### src/rtl/mem_access.sv
// mem_access: MEM stage of the five-stage RISC-V pipeline. Runs one data-bus
// transaction per load/store, stalls the front of the pipeline until the bus
// answers (or times out), then hands the extracted load result, or the
// pass-through ALU result, on to MEM/WB.
module mem_access #(
    parameter int unsigned ADDR_W      = 32,
    parameter int unsigned TIMEOUT_CYC = 64
) (
    input  logic              clk_100M,
    input  logic              rst,
    input  logic              ram_r_ena_i,
    input  logic [ADDR_W-1:0] ram_r_addr_i,
    input  logic              ram_w_ena_i,
    input  logic [ADDR_W-1:0] ram_w_addr_i,
    input  logic [31:0]       ram_w_data_i,
    input  logic [31:0]       inst_i,
    input  logic              reg_w_ena_i,
    input  logic [4:0]        reg_w_addr_i,
    input  logic [31:0]       reg_w_data_i,
    output logic              bus_req_o,
    output logic              bus_we_o,
    output logic [ADDR_W-1:0] bus_addr_o,
    output logic [31:0]       bus_wdata_o,
    output logic [3:0]        bus_be_o,
    input  logic              bus_ack_i,
    input  logic [31:0]       bus_rdata_i,
    output logic              hold_o,
    output logic              exc_misalign_o,
    output logic              exc_bus_err_o,
    output logic              reg_w_ena_o,
    output logic [4:0]        reg_w_addr_o,
    output logic [31:0]       reg_w_data_o
);

    localparam int unsigned CntW = $clog2(TIMEOUT_CYC + 1);

    typedef enum logic [1:0] { StIdle, StWait, StDone } state_e;
    typedef enum logic [1:0] { SzByte, SzHalf, SzWord } size_e;

    state_e            state_q, state_d;
    logic [CntW-1:0]   cnt_q, cnt_d, cnt_inc;
    logic              bus_req_q, bus_req_d;
    logic              bus_we_q, bus_we_d;
    logic [ADDR_W-1:0] bus_addr_q, bus_addr_d;
    logic [31:0]       bus_wdata_q, bus_wdata_d;
    logic [3:0]        bus_be_q, bus_be_d;
    logic              bus_err_q, bus_err_d;
    logic              is_load_q, is_load_d;
    size_e             size_q, size_d;
    logic              uns_q, uns_d;
    logic [1:0]        off_q, off_d;
    logic [31:0]       rdata_q, rdata_d;

    logic              acc_load, acc_valid, acc_misalign, acc_unsigned;
    logic [ADDR_W-1:0] acc_addr;
    size_e             acc_size;
    logic [3:0]        acc_be;
    logic [31:0]       acc_wdata;
    logic [7:0]        ld_byte;
    logic [15:0]       ld_half;
    logic [31:0]       ld_data;

    // Only funct3 of the instruction matters here.
    logic unused_inst;
    assign unused_inst = ^{inst_i[31:15], inst_i[11:0]};

    // Decode the EX/MEM request; a load wins over a simultaneous store.
    always_comb begin
        acc_load  = ram_r_ena_i;
        acc_valid = ram_r_ena_i | ram_w_ena_i;
        acc_addr  = ram_r_ena_i ? ram_r_addr_i : ram_w_addr_i;
        case (inst_i[14:12])
            3'b000:  begin acc_size = SzByte; acc_unsigned = 1'b0; end
            3'b001:  begin acc_size = SzHalf; acc_unsigned = 1'b0; end
            3'b100:  begin acc_size = SzByte; acc_unsigned = 1'b1; end
            3'b101:  begin acc_size = SzHalf; acc_unsigned = 1'b1; end
            default: begin acc_size = SzWord; acc_unsigned = 1'b0; end
        endcase
        acc_misalign = acc_valid &
                       (((acc_size == SzHalf) & acc_addr[0]) |
                        ((acc_size == SzWord) & (acc_addr[1:0] != 2'b00)));
        acc_be    = 4'b1111;
        acc_wdata = 32'h0;
        if (!acc_load) begin
            case (acc_size)
                SzByte: begin
                    acc_be    = 4'b0001 << acc_addr[1:0];
                    acc_wdata = {4{ram_w_data_i[7:0]}};
                end
                SzHalf: begin
                    acc_be    = acc_addr[1] ? 4'b1100 : 4'b0011;
                    acc_wdata = {2{ram_w_data_i[15:0]}};
                end
                default: begin
                    acc_be    = 4'b1111;
                    acc_wdata = ram_w_data_i;
                end
            endcase
        end
    end

    // Pick the addressed lane out of the returned word and extend it.
    always_comb begin
        unique case (off_q)
            2'd0: ld_byte = bus_rdata_i[7:0];
            2'd1: ld_byte = bus_rdata_i[15:8];
            2'd2: ld_byte = bus_rdata_i[23:16];
            2'd3: ld_byte = bus_rdata_i[31:24];
        endcase
        ld_half = off_q[1] ? bus_rdata_i[31:16] : bus_rdata_i[15:0];
        case (size_q)
            SzByte:  ld_data = {{24{ld_byte[7] & ~uns_q}}, ld_byte};
            SzHalf:  ld_data = {{16{ld_half[15] & ~uns_q}}, ld_half};
            default: ld_data = bus_rdata_i;
        endcase
    end

    // Next-state logic: issue, wait for ack or timeout, then one result cycle.
    always_comb begin
        state_d     = state_q;
        cnt_d       = cnt_q;
        bus_req_d   = bus_req_q;
        bus_we_d    = bus_we_q;
        bus_addr_d  = bus_addr_q;
        bus_wdata_d = bus_wdata_q;
        bus_be_d    = bus_be_q;
        bus_err_d   = 1'b0;
        is_load_d   = is_load_q;
        size_d      = size_q;
        uns_d       = uns_q;
        off_d       = off_q;
        rdata_d     = rdata_q;
        cnt_inc     = cnt_q + CntW'(1);
        unique case (state_q)
            StIdle: begin
                if (acc_valid && !acc_misalign) begin
                    state_d     = StWait;
                    cnt_d       = '0;
                    bus_req_d   = 1'b1;
                    bus_we_d    = ~acc_load;
                    bus_addr_d  = {acc_addr[ADDR_W-1:2], 2'b00};
                    bus_wdata_d = acc_wdata;
                    bus_be_d    = acc_be;
                    is_load_d   = acc_load;
                    size_d      = acc_size;
                    uns_d       = acc_unsigned;
                    off_d       = acc_addr[1:0];
                end
            end
            StWait: begin
                // An ack on the same edge as the timeout still completes normally.
                if (bus_ack_i) begin
                    rdata_d   = ld_data;
                    bus_req_d = 1'b0;
                    state_d   = StDone;
                end else begin
                    cnt_d = cnt_inc;
                    if (cnt_inc == CntW'(TIMEOUT_CYC)) begin
                        bus_req_d = 1'b0;
                        bus_err_d = 1'b1;
                        rdata_d   = 32'h0;
                        state_d   = StDone;
                    end
                end
            end
            StDone:  state_d = StIdle;
            default: state_d = StIdle;
        endcase
    end

    // State and registered bus outputs, synchronous reset.
    always_ff @(posedge clk_100M) begin
        if (rst) begin
            state_q     <= StIdle;
            cnt_q       <= '0;
            bus_req_q   <= 1'b0;
            bus_we_q    <= 1'b0;
            bus_addr_q  <= '0;
            bus_wdata_q <= 32'h0;
            bus_be_q    <= 4'h0;
            bus_err_q   <= 1'b0;
            is_load_q   <= 1'b0;
            size_q      <= SzWord;
            uns_q       <= 1'b0;
            off_q       <= 2'd0;
            rdata_q     <= 32'h0;
        end else begin
            state_q     <= state_d;
            cnt_q       <= cnt_d;
            bus_req_q   <= bus_req_d;
            bus_we_q    <= bus_we_d;
            bus_addr_q  <= bus_addr_d;
            bus_wdata_q <= bus_wdata_d;
            bus_be_q    <= bus_be_d;
            bus_err_q   <= bus_err_d;
            is_load_q   <= is_load_d;
            size_q      <= size_d;
            uns_q       <= uns_d;
            off_q       <= off_d;
            rdata_q     <= rdata_d;
        end
    end

    assign bus_req_o     = bus_req_q;
    assign bus_we_o      = bus_we_q;
    assign bus_addr_o    = bus_addr_q;
    assign bus_wdata_o   = bus_wdata_q;
    assign bus_be_o      = bus_be_q;
    assign exc_bus_err_o = bus_err_q;

    // Stall, misalignment flag and writeback; all held at zero during reset.
    always_comb begin
        hold_o         = 1'b0;
        exc_misalign_o = 1'b0;
        reg_w_ena_o    = reg_w_ena_i;
        reg_w_addr_o   = reg_w_addr_i;
        reg_w_data_o   = reg_w_data_i;
        if (rst) begin
            reg_w_ena_o  = 1'b0;
            reg_w_addr_o = 5'd0;
            reg_w_data_o = 32'h0;
        end else begin
            unique case (state_q)
                StIdle: begin
                    if (acc_misalign) begin
                        exc_misalign_o = 1'b1;
                        reg_w_ena_o    = 1'b0;
                    end else if (acc_valid) begin
                        hold_o      = 1'b1;
                        reg_w_ena_o = 1'b0;
                    end
                end
                StWait: begin
                    hold_o      = 1'b1;
                    reg_w_ena_o = 1'b0;
                end
                StDone: begin
                    reg_w_ena_o = is_load_q & ~bus_err_q;
                    if (is_load_q) begin
                        reg_w_data_o = rdata_q;
                    end
                end
                default: ;
            endcase
        end
    end

endmodule

### config.mk
export PLATFORM = sky130hd
export DESIGN_NAME = mem_access
export DESIGN_NICKNAME = d
export VERILOG_FILES = /design/src/rtl/mem_access.sv
export SDC_FILE = /design/constraint.sdc
export NUM_CORES = 1
export LEC_CHECK = 0
export ABC_AREA = 1
export CAP_MARGIN = 10
export CORE_MARGIN = 3
export CORE_UTILIZATION = 40
export CTS_CLUSTER_DIAMETER = 200
export DETAILED_ROUTE_END_ITERATION = 7
export HOLD_SLACK_MARGIN = 0.05
export PLACE_DENSITY = 0.93
export SLEW_MARGIN = 20
export SYNTH_ARGS = -nofsm -noshare
export SYNTH_HDL_FRONTEND = slang
export SYNTH_SLANG_ARGS = --single-unit
### constraint.sdc
create_clock -name clk_100M -period 3.1 [get_ports clk_100M]
set_input_delay 0.93 -clock clk_100M [delete_from_list [all_inputs] [get_ports clk_100M]]
set_output_delay 0.93 -clock clk_100M [all_outputs]
set_load 0.03 [all_outputs]
==> flow_metrics.env <==
export IMPL_status="finished, final reports clean"
export IMPL_powerDensity_mw_per_mm2=498
export IMPL_synth_warnings=0
export IMPL_wirelength_um=22200
export IMPL_antenna_found_initial=1
export IMPL_crit_arrival_ns=2.09
export IMPL_cts_made_buffers=17
export IMPL_ys_top_cells_by_area="dfxtp_1 (38%), nand2_1 (15%), nor2_1 (7.8%)"
export IMPL_tritoncts="built"
export IMPL_setup_violations=0
export IMPL_power_frac_clock_pct=41.3
export IMPL_synth_top_area_cell="dfxtp_1"
export IMPL_clk_path_buf_depth=2
export IMPL_ioPinCount=314
export IMPL_leakage_uw=0.00396
export IMPL_synth_compound_area_share_pct=20.7
export IMPL_cpMostUsedCell="nand2_2"
export IMPL_synthCells=933
export IMPL_cts_root_buf="clkbuf_16"
export IMPL_grt_pass1_wl_um=34400
export IMPL_synth_top_family_by_area="simple AND/OR/NAND/NOR gates"
export IMPL_first_iter_violations=637
export IMPL_post_drt_wl_per_cell_um=15.9
export IMPL_grt_overflow_total=0
export IMPL_synth_mux_area_share_pct=0
export IMPL_antenna_left=0
export IMPL_cts_hold_buffers=0
export IMPL_hold_path_class="flop to flop"
export IMPL_cap_violations=0
export IMPL_p_sw_uw=1490
export IMPL_cp_slowest_cell="clkdlybuf4s15_2"
export IMPL_crit_path_max_fanout=6
export IMPL_switching_share_pct=31.0
export IMPL_max_slew_margin_pct=50.3
export IMPL_critPathRequiredTime_ns=2.17
export IMPL_period_share_pct=97.6
export IMPL_ys_seq_elements=116
export IMPL_dieArea_sq_mm=0.0167
export IMPL_diodes=0
export IMPL_end_kind="output pin"
export IMPL_drc_errors=0
export IMPL_grt_pass1_vias=7030
export IMPL_drive_gt1_share_pct=10.6
export IMPL_combPwrFrac_pct=24.4
export IMPL_vias_per_cell=5.32
export IMPL_clock_sinks=116
export IMPL_critPathMaxStageDelay_ns=0.28
export IMPL_vias=7427
export IMPL_die_x_um=129
export IMPL_hold_slack_ns=0.462
export IMPL_area_delta_synth_final_pct=58.6
export IMPL_syn_area_sq_mm=0.00608
export IMPL_max_vdd_ir_drop_uv=362
export IMPL_synthDistinctLibCells=32
export IMPL_finalPower_uw=4800
export IMPL_drt_pass1_iter_count=5
export IMPL_gp_congestion=0.934
export IMPL_max_freq_mhz=331
export IMPL_hpwlAfterDp_um=16000
export IMPL_port_buffers=282
export IMPL_synth_area_per_cell_sq_um=6.51
export IMPL_core_area_sq_mm=0.0147
export IMPL_grt_start_max_net_pins=74
export IMPL_grt_use_total_pct=25.8
export IMPL_nNetsFinal=1402
export IMPL_worst_pin_slew_ns=0.745
export IMPL_fp_row_count=44
export IMPL_final_cell_mix="nand2_1 (236), clkdlybuf4s50_1 (234), nor2_1 (127), dfxtp_1 (116), a21oi_1 (89)"
export IMPL_min_period_ns=3.02
export IMPL_power_frac_seq_pct=34.3
export IMPL_synth_top_area_share_pct=38.2
export IMPL_synth_xor_area_share_pct=0
export IMPL_htree_levels=4
export IMPL_worstPathCellList="clkdlybuf4s15_2 -> inv_2 -> nand2_1 -> nand2_2 -> nand2_2 -> nand2_4 -> inv_4 -> nor3_2 -> buf_4 -> buf_12"
export IMPL_die_h_um=129
export IMPL_synthSimpleGateAreaFrac_pct=31.0
export IMPL_final_cells=1395
export IMPL_drv_slew=0
export IMPL_insertion_delay_ns=0.42
export IMPL_synth_adder_area_share_pct=0.206
export IMPL_path_clk_slew_ns=0.06
export IMPL_internal_power_uw=3310
export IMPL_skew_ns=0.0112
export IMPL_final_common_cell="nand2_1"
export IMPL_dp_cells=1362
export IMPL_critPathLaunchType="primary input"
export IMPL_dpl_instance_area_sq_mm=0.00900
export IMPL_initial_core_util_pct=41.4
export IMPL_hold_viol=0
export IMPL_worstSetupPathType="primary input to output pin"
export IMPL_final_cell_area_sq_mm=0.00964
export IMPL_ys_seq_area_share_pct=38.2
cell usage after synthesis:
cell / n
a211oi_1: 1
a211oi_2: 1
a21oi_1: 90
a31oi_1: 30
buf_1: 4
buf_2: 12
buf_4: 13
buf_6: 5
clkbuf_1: 34
clkinv_1: 1
conb_1: 1
dfxtp_1: 116
ha_1: 1
inv_1: 56
inv_2: 5
inv_4: 1
nand2_1: 241
nand2_2: 3
nand3_1: 81
nand3_2: 1
nand4_1: 2
nor2_1: 127
nor2_2: 2
nor2_4: 1
nor3_1: 3
nor3_4: 1
o211ai_1: 35
o211ai_2: 1
o21ai_0: 59
o21ai_1: 1
o21bai_1: 2
o22ai_1: 2
cells by family after synthesis:
| group | after synthesis |
|---|---|
| AND/OR/NAND/NOR | 462 |
| buffers and inverters | 131 |
| flip-flops | 116 |
| AO/OA/AOI/OAI | 222 |
| adder cells (fa/ha/maj) | 1 |
| other | 1 |
path summary, 6_finish.rpt:
path	start	to	slack (ns)	cells past startpoint
worst max register to register	cnt_q[1]$_SDFFE_PP0P_	rdata_q[6]$_SDFFE_PP0P_	0.79	9
worst max-delay path	ram_r_ena_i	exc_misalign_o	0.08	10
worst min-delay path	bus_wdata_o[20]$_SDFFE_PP0P_	bus_wdata_o[20]$_SDFFE_PP0P_	0.46	2
worst min register to register	bus_wdata_o[20]$_SDFFE_PP0P_	bus_wdata_o[20]$_SDFFE_PP0P_	0.46	2
critical path, delay by kind of cell:
| family | cells | cell delay, ns |
|---|---|---|
| buffers and inverters | 5 | 0.68 |
| and+or+nand+nor | 5 | 0.48 |
per-layer routing:
layer / share of wire (%) / vias up / track usage, %
met3: 10 / 54 / 10.1
met1: 38 / 3398 / 29.3
li1: - / 3616 / -
met2: 48 / 357 / 43.4
met5: 0.050 / - / 0
met4: 3.4 / 2 / 10.4
registers in the layout, summed over array words and instances (netlist names):
register,cells
bus_addr_o,30
bus_be_o,4
bus_req_o,1
bus_wdata_o,32
bus_we_o,1
cnt_q,7
exc_bus_err_o,1
is_load_q,1
off_q,2
rdata_q,32
size_q,2
state_q,2
uns_q,1
area by class of cell:
| class | count | area (sq um) |
|---|---|---|
| well taps | 184 | 230 |
| clock buffers | 18 | 429 |
| flip-flops and latches | 116 | 2320 |
| clock inverters | 14 | 164 |
| inverters | 63 | 241 |
| multi-input cells | 687 | 3200 |
| repair buffers | 313 | 3050 |
| fillers | 1199 | 5060 |
through the flow:
stage | util [%] | TNS, ns | setup WS (ns)
2_1_floorplan | - | 0 | 0.0467
3_3_place_gp | 61.2 | -4.55 | -0.308
3_5_place_dp | 61.2 | -6.77 | -0.362
4_1_cts | 65.3 | 0 | 0.0121
5_1_grt | 65.6 | -0.00437 | -0.00437
6_report | 65.6 | 0 | 0.0756
power groups by stage:
stage,clock network (uW),logic (uW),registers (uW)
floorplan,0,507,1790
global placement,0,1140,1670
detailed placement,0,1150,1680
CTS,2000,1160,1650
global route,2100,1260,1660
finish,1980,1170,1650
timing repair:
| item | in CTS | in global routing |
|---|---|---|
| pin swaps | 0 | 7 |
| setup buffers | 0 | 1 |
| cloned | 0 | 0 |
| resized for setup | 5 | 12 |
| endpoints found under the setup margin | 3 | 2 |
(Power assumes the default switching activity.)
